--- config.mk ---
export PLATFORM = sky130hd
export DESIGN_NAME = piso_serializer
export DESIGN_NICKNAME = d
export VERILOG_FILES = /design/src/rtl/piso_pkg.sv /design/src/rtl/piso_serializer_bit_tick_gen.sv /design/src/rtl/piso_serializer.sv
export SDC_FILE = /design/constraint.sdc
export NUM_CORES = 1
export LEC_CHECK = 0
export CORE_AREA = 2 2 39 41
export CTS_CLUSTER_SIZE = 20
export DETAILED_ROUTE_END_ITERATION = 12
export DIE_AREA = 0 0 41 43
export PLACE_DENSITY = 0.7
export SLEW_MARGIN = 10
export SYNTH_ARGS = -nofsm -noshare
export SYNTH_HDL_FRONTEND = slang
export SYNTH_SLANG_ARGS = --single-unit
--- constraint.sdc ---
create_clock -name clk -period 1.45 [get_ports clk]
set_input_delay 0.29 -clock clk [delete_from_list [all_inputs] [get_ports clk]]
set_output_delay 0.29 -clock clk [all_outputs]
set_load 0.02 [all_outputs]
--- src/rtl/piso_pkg.sv ---
// Shared types and helpers for the parametrised PISO serializer.
package piso_pkg;

   typedef enum logic {
      IDLE  = 1'b0,
      SHIFT = 1'b1
   } state_e;

   // Counter width for a count of n values, never narrower than one bit.
   function automatic int clog2_min1(input int n);
      return (n <= 2) ? 1 : $clog2(n);
   endfunction

endpackage

--- src/rtl/piso_serializer_bit_tick_gen.sv ---
// Bit-period divider: tick is high on the last clock of each DIV-cycle bit slot.
module bit_tick_gen
   import piso_pkg::*;
#(
   parameter int DIV = 1
) (
   input  logic clk,
   input  logic rst,
   input  logic restart,
   output logic tick
);

   localparam int CW = clog2_min1(DIV);
   localparam logic [CW-1:0] RELOAD = CW'(DIV - 1);

   logic [CW-1:0] div_cnt_q, div_cnt_d;

   // Free-running between frames; restart aligns the slot to a new frame.
   always_comb begin
      div_cnt_d = div_cnt_q;
      if (restart || (div_cnt_q == '0)) begin
         div_cnt_d = RELOAD;
      end else begin
         div_cnt_d = div_cnt_q - CW'(1);
      end
   end

   always_ff @(posedge clk) begin
      if (!rst) begin
         div_cnt_q <= '0;
      end else begin
         div_cnt_q <= div_cnt_d;
      end
   end

   assign tick = (div_cnt_q == '0);

endmodule

--- src/rtl/piso_serializer.sv ---
// Parallel-in/serial-out shifter with valid/ready load, programmable bit
// period, selectable direction and back-to-back frame streaming.
module piso_serializer
   import piso_pkg::*;
#(
   parameter int WIDTH     = 4,
   parameter int DIV       = 1,
   parameter bit LSB_FIRST = 1'b0,
   parameter bit IDLE_LVL  = 1'b0
) (
   input  logic             clk,
   input  logic             rst,
   input  logic             load_valid,
   output logic             load_ready,
   input  logic [WIDTH-1:0] pi,
   output logic             so,
   output logic             so_valid,
   output logic             busy,
   output logic             done
);

   localparam int BW = clog2_min1(WIDTH);

   state_e           state_q, state_d;
   logic [WIDTH-1:0] shreg_q, shreg_d;
   logic [BW-1:0]    bit_cnt_q, bit_cnt_d;
   logic             so_q, so_d;
   logic             so_valid_q, so_valid_d;
   logic             busy_q, busy_d;
   logic             done_q, done_d;
   logic             tick, last_bit, accept;

   bit_tick_gen #(.DIV(DIV)) u_tick (
      .clk     (clk),
      .rst     (rst),
      .restart (accept),
      .tick    (tick)
   );

   // The final bit slot doubles as a load window so frames stream with no gap.
   assign last_bit   = (state_q == SHIFT) && (bit_cnt_q == '0) && tick;
   assign load_ready = (state_q == IDLE) || last_bit;
   assign accept     = load_valid && load_ready;

   always_comb begin
      state_d   = state_q;
      shreg_d   = shreg_q;
      bit_cnt_d = bit_cnt_q;
      if (accept) begin
         state_d   = SHIFT;
         shreg_d   = pi;
         bit_cnt_d = BW'(WIDTH - 1);
      end else if ((state_q == SHIFT) && tick) begin
         if (bit_cnt_q == '0) begin
            state_d = IDLE;
            shreg_d = '0;
         end else begin
            shreg_d   = LSB_FIRST ? (shreg_q >> 1) : (shreg_q << 1);
            bit_cnt_d = bit_cnt_q - BW'(1);
         end
      end
   end

   // Outputs are computed from next state so so/so_valid line up with the register.
   always_comb begin
      so_d       = IDLE_LVL;
      so_valid_d = (state_d == SHIFT);
      busy_d     = (state_d == SHIFT);
      done_d     = last_bit;
      if (state_d == SHIFT) begin
         so_d = LSB_FIRST ? shreg_d[0] : shreg_d[WIDTH-1];
      end
   end

   always_ff @(posedge clk) begin
      if (!rst) begin
         state_q    <= IDLE;
         shreg_q    <= '0;
         bit_cnt_q  <= '0;
         so_q       <= IDLE_LVL;
         so_valid_q <= 1'b0;
         busy_q     <= 1'b0;
         done_q     <= 1'b0;
      end else begin
         state_q    <= state_d;
         shreg_q    <= shreg_d;
         bit_cnt_q  <= bit_cnt_d;
         so_q       <= so_d;
         so_valid_q <= so_valid_d;
         busy_q     <= busy_d;
         done_q     <= done_d;
      end
   end

   assign so       = so_q;
   assign so_valid = so_valid_q;
   assign busy     = busy_q;
   assign done     = done_q;

endmodule

==> out/results.ini, run 1 <==
[setup_path]
critical_path_buf_inv_count = 2
rr_startpoint = bit_cnt_q[1]
cpLargestDelayFamily = flip-flops
path_class = reg -> out
critical-path-max-stage-delay_ns = 0.33
r2r_slack_ns = 0.08
cp_data_required_time_ns = 1.16
crit_slowest_cell = dfxtp_2
critPathMaxFanout = 2
r2r-end = so
r2r_cells = 7
crit_arrival_ns = 1.22
crit_chain = inv_2 -> ha_4 -> and2b_4 -> nand2b_4 -> buf_6
cp-start-kind = flip-flop
end_kind = output pin

[clocking]
insertion_delay_ns = 0.27
cts_inserted_buffers = 3
postCtsHoldBufs = 0
cts-root-buf = clkbuf_4
cts_tree = done
cts_buffer_depth = 2
cts.clk_slew.worst_paths_ns = 0.07
clock-sinks = 10
h-tree-depth = 1

[synth]
yosys-top-cells-area = dfxtp_1 (36%), and2b_4 (5.5%), o21ai_0 (5.5%), buf_6 (4.1%), nor3_1 (3.6%)
yosysWarnings = 0
synth-seq-cells = 10
synth_top_area_cell = dfxtp_1
synth_seq_area_share_pct = 36.4
synthArstFlopShare_pct = 0
synth_nets = 69
synth_area_um2 = 549
synth_ff_type = dfxtp_1
postSynthCellCount = 61
yosys.area.top_type_share_pct = 36.4
syn_area_per_cell_um2 = 9.00
synth.distinct_cells = 28
synth_edf_count = 0

[global_routing]
use_met1_pct = 18.0
antenna_found_initial = 0
use_met3_pct = 4.71
grt_pass1_vias = 414
gr-max-usage-layer = met2
grt_remaining_overflow = 0
use_met2_pct = 21.9
grt_pass1_wl_um = 1690
grtUsageTotal_pct = 14.4
grt_max_degree = 11

[cells_and_area]
area_growth_pct = 44.6
fin_nets = 93
drive_gt1_share_pct = 40.5
regArea_um2 = 203
n_antenna_cell = 0
multi_input_area_um2 = 309
nFillCells = 116

[power]
p_per_area_nw_per_um2 = 989
peakVddDrop_mv = 0.579
p_leak_uw = 0.000364

[sta]
rsz0062_at_grt = yes
fin_hold_ws_ns = 0.500
finalHoldViolations = 0
finalCritPeriodShare_pct = 104
min_period_ns = 1.51
setup_ws_ns = -0.0635
fin_skew_ns = 0.00895
fmax_mhz = 661
setup-violations-final = 1
maxSlewViolCount = 0
setup-tns-final_ns = -0.0635

[drt]
drt_iter0_drc = 6
vias_per_cell = 4.83
drt-pass1-iter-count = 4
wire_per_inst_um = 11.3
num_vias = 483
drt_wl_total_um = 1130
ant_nets = 0
drc = 0

[min_path]
min_from = shreg_q[0]
hold_path_class = reg -> reg
min_to = shreg_q[0]
hold_depth = 2

[flow_run]
max_cap_viol_count = 0

[floorplanning]
initial_core_util_pct = 39.7
rows = 14
dieArea_um2 = 1760
fp.dieW_um = 41
core_um2 = 1380
die_h_um = 43
ios = 12

[placement]
portBuffers = 11
place_congestion = 0.753
dp_hpwl_um = 791

[outcome]
violations = negative setup slack
status = finished with violations

-- tightest hold or removal path, stage by stage, from the launching register on --
cell and delay, ns:
dfxtp_1 0.31, nand4_1 0.06, o21ai_0 0.08
-- flip-flops by register name, summed over array words and instances (netlist names) --
signal            cells
done                  1
bit_cnt_q             2
u_tick.div_cnt_q      1
so                    1
busy                  1
shreg_q               4
-- placed cells by master, fill, tap and decap left out, types with 3 or more instances in the layout --
| master | netlist | routed |
|---|---|---|
| buf_4 | 2 | 12 |
| dfxtp_1 | 10 | 8 |
| o21ai_0 | 6 | 6 |
| clkdlybuf4s50_1 | 0 | 6 |
| nor3_1 | 4 | 4 |
| nand2_1 | 4 | 4 |
| and2b_4 | 3 | 3 |
| nor2b_1 | 3 | 3 |
| clkbuf_4 | 0 | 3 |
| dlygate4sd2_1 | 0 | 3 |
-- area by class of cell --
class / count / share of cell area (%)
inverters: 4 / 1.89
flip-flops and latches: 10 / 25.5
clock buffers: 4 / 4.57
repair buffers: 24 / 26.6
well taps: 16 / 2.52
multi-input cells: 42 / 38.9
-- cells in the mapped netlist (2+ instances only) --
library cell,number
a21oi_1,2
nand2_1,4
and2b_4,3
nor3_1,4
nand2b_2,2
nor2b_1,3
inv_1,4
nor2_1,2
buf_4,2
dfxtp_1,10
a311oi_1,2
o21ai_0,6
buf_6,2
-- timing repair --
item,4_1_cts,5_1_grt
pin swaps,0,1
setup endpoints to repair,4,2
gates resized for setup,11,7
setup buffers,0,4
endpoints found under the hold margin,0,0
-- metrics by stage --
stage	setup slack, ns	cells	util, %	total power, uW	instance area (um2)
floorplan	0.149	61	-	440	549
global placement	-0.199	92	51.0	502	706
detailed placement	-0.250	92	51.0	507	706
CTS	-0.0927	96	53.7	757	743
global route	-0.102	100	57.4	828	795
finish	-0.0635	100	57.4	786	795
-- worst max-delay path by stage --
stage,cells past startpoint,startpoint,to,slack [ns]
floorplan,5,bit_cnt_q[0],load_ready,0.15
global placement,5,bit_cnt_q[0],load_ready,-0.20
detailed placement,5,bit_cnt_q[0],load_ready,-0.25
CTS,5,bit_cnt_q[0],load_ready,-0.09
global route,5,bit_cnt_q[1],load_ready,-0.10
finish,5,bit_cnt_q[1],load_ready,-0.06
-- logic make-up (layout without fill, tap and decap cells) --
logic type,Yosys count,in the layout,synth area share [%]
AOI/OAI and AO/OA,15,15,19.4
other,1,1,0.683
DFF,10,10,36.4
buffers and inverters,9,32,10.2
and+or+nand+nor,23,23,27.1
muxes,2,2,3.87
adders and majority gates,1,1,2.28
-- layer usage --
layer	part of all wire, %	up-vias
li1	-	256
met3	4.6	2
met1	45	216
met2	49	9
met4	1.1	0
met5	0	-
-- where the power goes --
group	internal (uW)	leakage, uW	switching (uW)
sequential	298	0.0000834	13.2
clock	152	0.0000210	101
combinational	127	0.000260	94.0
total	577	0.000364	208
No activity file was read; power rests on OpenSTA's default activity.
==> inputs of run 2 (changes only) <==
Settings changed: SKIP_CTS_REPAIR_TIMING set to 1.
==> out/results.ini, run 2 (synthesized netlist as in run 1, its figures left out) <==
[sta]
maxSlewViolCount = 0  ; unchanged
min_period_ns = 1.61  ; +0.0977 ns
setup_ws_ns = -0.161  ; -0.0977 ns
fmax_mhz = 621  ; -6.1%
rsz0062_at_grt = yes
fin_hold_ws_ns = 0.499  ; -0.000562 ns
fin_skew_ns = 0.00294  ; -0.00602 ns
finalHoldViolations = 0  ; unchanged
finalCritPeriodShare_pct = 111  ; +6.7 points
setup-violations-final = 1  ; unchanged

[placement]
place_congestion = 0.753  ; unchanged
dp_hpwl_um = 791  ; unchanged
dp_slack_ns = -0.250  ; unchanged
portBuffers = 11  ; unchanged
placed_area_um2 = 706  ; unchanged

[floorplanning]
die_h_um = 43  ; unchanged
fp.dieW_um = 41  ; unchanged
initial_core_util_pct = 39.7  ; unchanged
dieArea_um2 = 1760  ; unchanged
rows = 14  ; unchanged
ios = 12  ; unchanged
core_um2 = 1380  ; unchanged

[global_routing]
grt_remaining_overflow = 0  ; unchanged
grt_pass1_wl_um = 1690  ; unchanged
grtUsageTotal_pct = 14.4  ; unchanged
antenna_found_initial = 0  ; unchanged
grt_max_degree = 11  ; unchanged
grt_pass1_vias = 414  ; unchanged

[clocking]
insertion_delay_ns = 0.26  ; about the same
cts_tree = done
cts-root-buf = clkbuf_4
cts.clk_slew.worst_paths_ns = 0.07  ; about the same
h-tree-depth = 1  ; unchanged
cts_inserted_buffers = 3  ; unchanged
clock-sinks = 10  ; unchanged
cts_buffer_depth = 2  ; unchanged

[drt]
drt_wl_total_um = 1070  ; -5.6%
drc = 0  ; unchanged
vias_per_cell = 4.88  ; +0.93%
wl_met3_um = 38  ; -27%
num_vias = 468  ; -3.1%
top_layer = met4
ant_nets = 0  ; unchanged
met1_length_um = 496  ; -2.2%
drt_iter0_drc = 11  ; +5
drt-pass1-iter-count = 4  ; unchanged
wire_per_inst_um = 11.2  ; -1.6%
wl_met2_um = 522  ; -6.8%

[setup_path]
end_kind = output pin
crit_arrival_ns = 1.32  ; +0.10 ns
rr_startpoint = bit_cnt_q[0]
cp-start-kind = flip-flop
r2r_slack_ns = 0.10  ; +0.02 ns
cp_data_required_time_ns = 1.16  ; about the same
crit_start = bit_cnt_q[0]
path_class = reg -> out
crit_slowest_cell = dfxtp_1
crit_chain = inv_1 -> ha_1 -> and2b_4 -> nand2b_4 -> clkbuf_2
critPathMaxFanout = 2  ; unchanged
critical-path-max-stage-delay_ns = 0.33  ; about the same

[cells_and_area]
finalInstanceArea_um2 = 747  ; -6.0%
largest_reg_flops = 4  ; unchanged
fin_nets = 89  ; -4.3%
final_util_pct = 54.0  ; -3.4 points
area_growth_pct = 36.0
layout_common_cells = dfxtp_1 (10), buf_4 (9), o21ai_0 (6), clkdlybuf4s50_1 (6)
top_register = shreg_q
layout_commonest_cell = dfxtp_1
nFillCells = 128  ; +10%
drive_gt1_share_pct = 30.0  ; -10 points
n_antenna_cell = 0  ; unchanged
reg_top3 = shreg_q: 4 flops, bit_cnt_q: 2 flops

[power]
p_per_area_nw_per_um2 = 1010  ; +1.7%
peakVddDrop_mv = 0.568  ; -2.0%
p_leak_uw = 0.000377  ; +3.4%

[outcome]
status = finished with violations
violations = negative setup slack

[min_path]
min_from = shreg_q[0]
hold_path_class = reg -> reg

[flow_run]
max_cap_viol_count = 0  ; unchanged

## run 2: area by class of cell
type	instances	area [um2]	share of cell area [%]
clock buffer	4	36.3	4.86
inverter	4	15.0	2.01
multi-input combinational	42	293	39.2
sequential	10	200	26.8
tap	16	20.0	2.68
timing repair buffer	20	183	24.5
## run 2: stage by stage
step	power, uW	TNS, ns	instances
after floorplan	440	0	61
after global placement	502	-0.215	92
after detailed placement	507	-0.271	92
after CTS	759	-0.951	96
after global routing	787	-0.203	96
final	751	-0.161	96
## run 2: report_power, final
part | internal, uW | switching, uW | leakage [uW]
clock | 152 | 101 | 0.0000210
combinational | 105 | 85.3 | 0.000273
sequential | 296 | 11.9 | 0.0000830
total | 553 | 198 | 0.000377
## run 2: path summary, 6_finish.rpt
| check | end | cells past startpoint |
|---|---|---|
| max | load_ready | 5 |
| min | shreg_q[0] | 2 |
| max reg2reg | so | 6 |
| min reg2reg | shreg_q[0] | 2 |
## run 2: critical path: cells and delay by family, from the launching register on
| family | cells | cell delay, ns |
|---|---|---|
| fa+ha+maj | 1 | 0.21 |
| buf+inv | 2 | 0.20 |
| flops | 1 | 0.33 |
| simple gates | 2 | 0.31 |
## run 2: metal layers
metal,vias to the layer above,track usage [%]
met4,0,6.00
met1,210,18.0
met2,7,21.9
met5,-,0
met3,2,4.71
li1,249,-
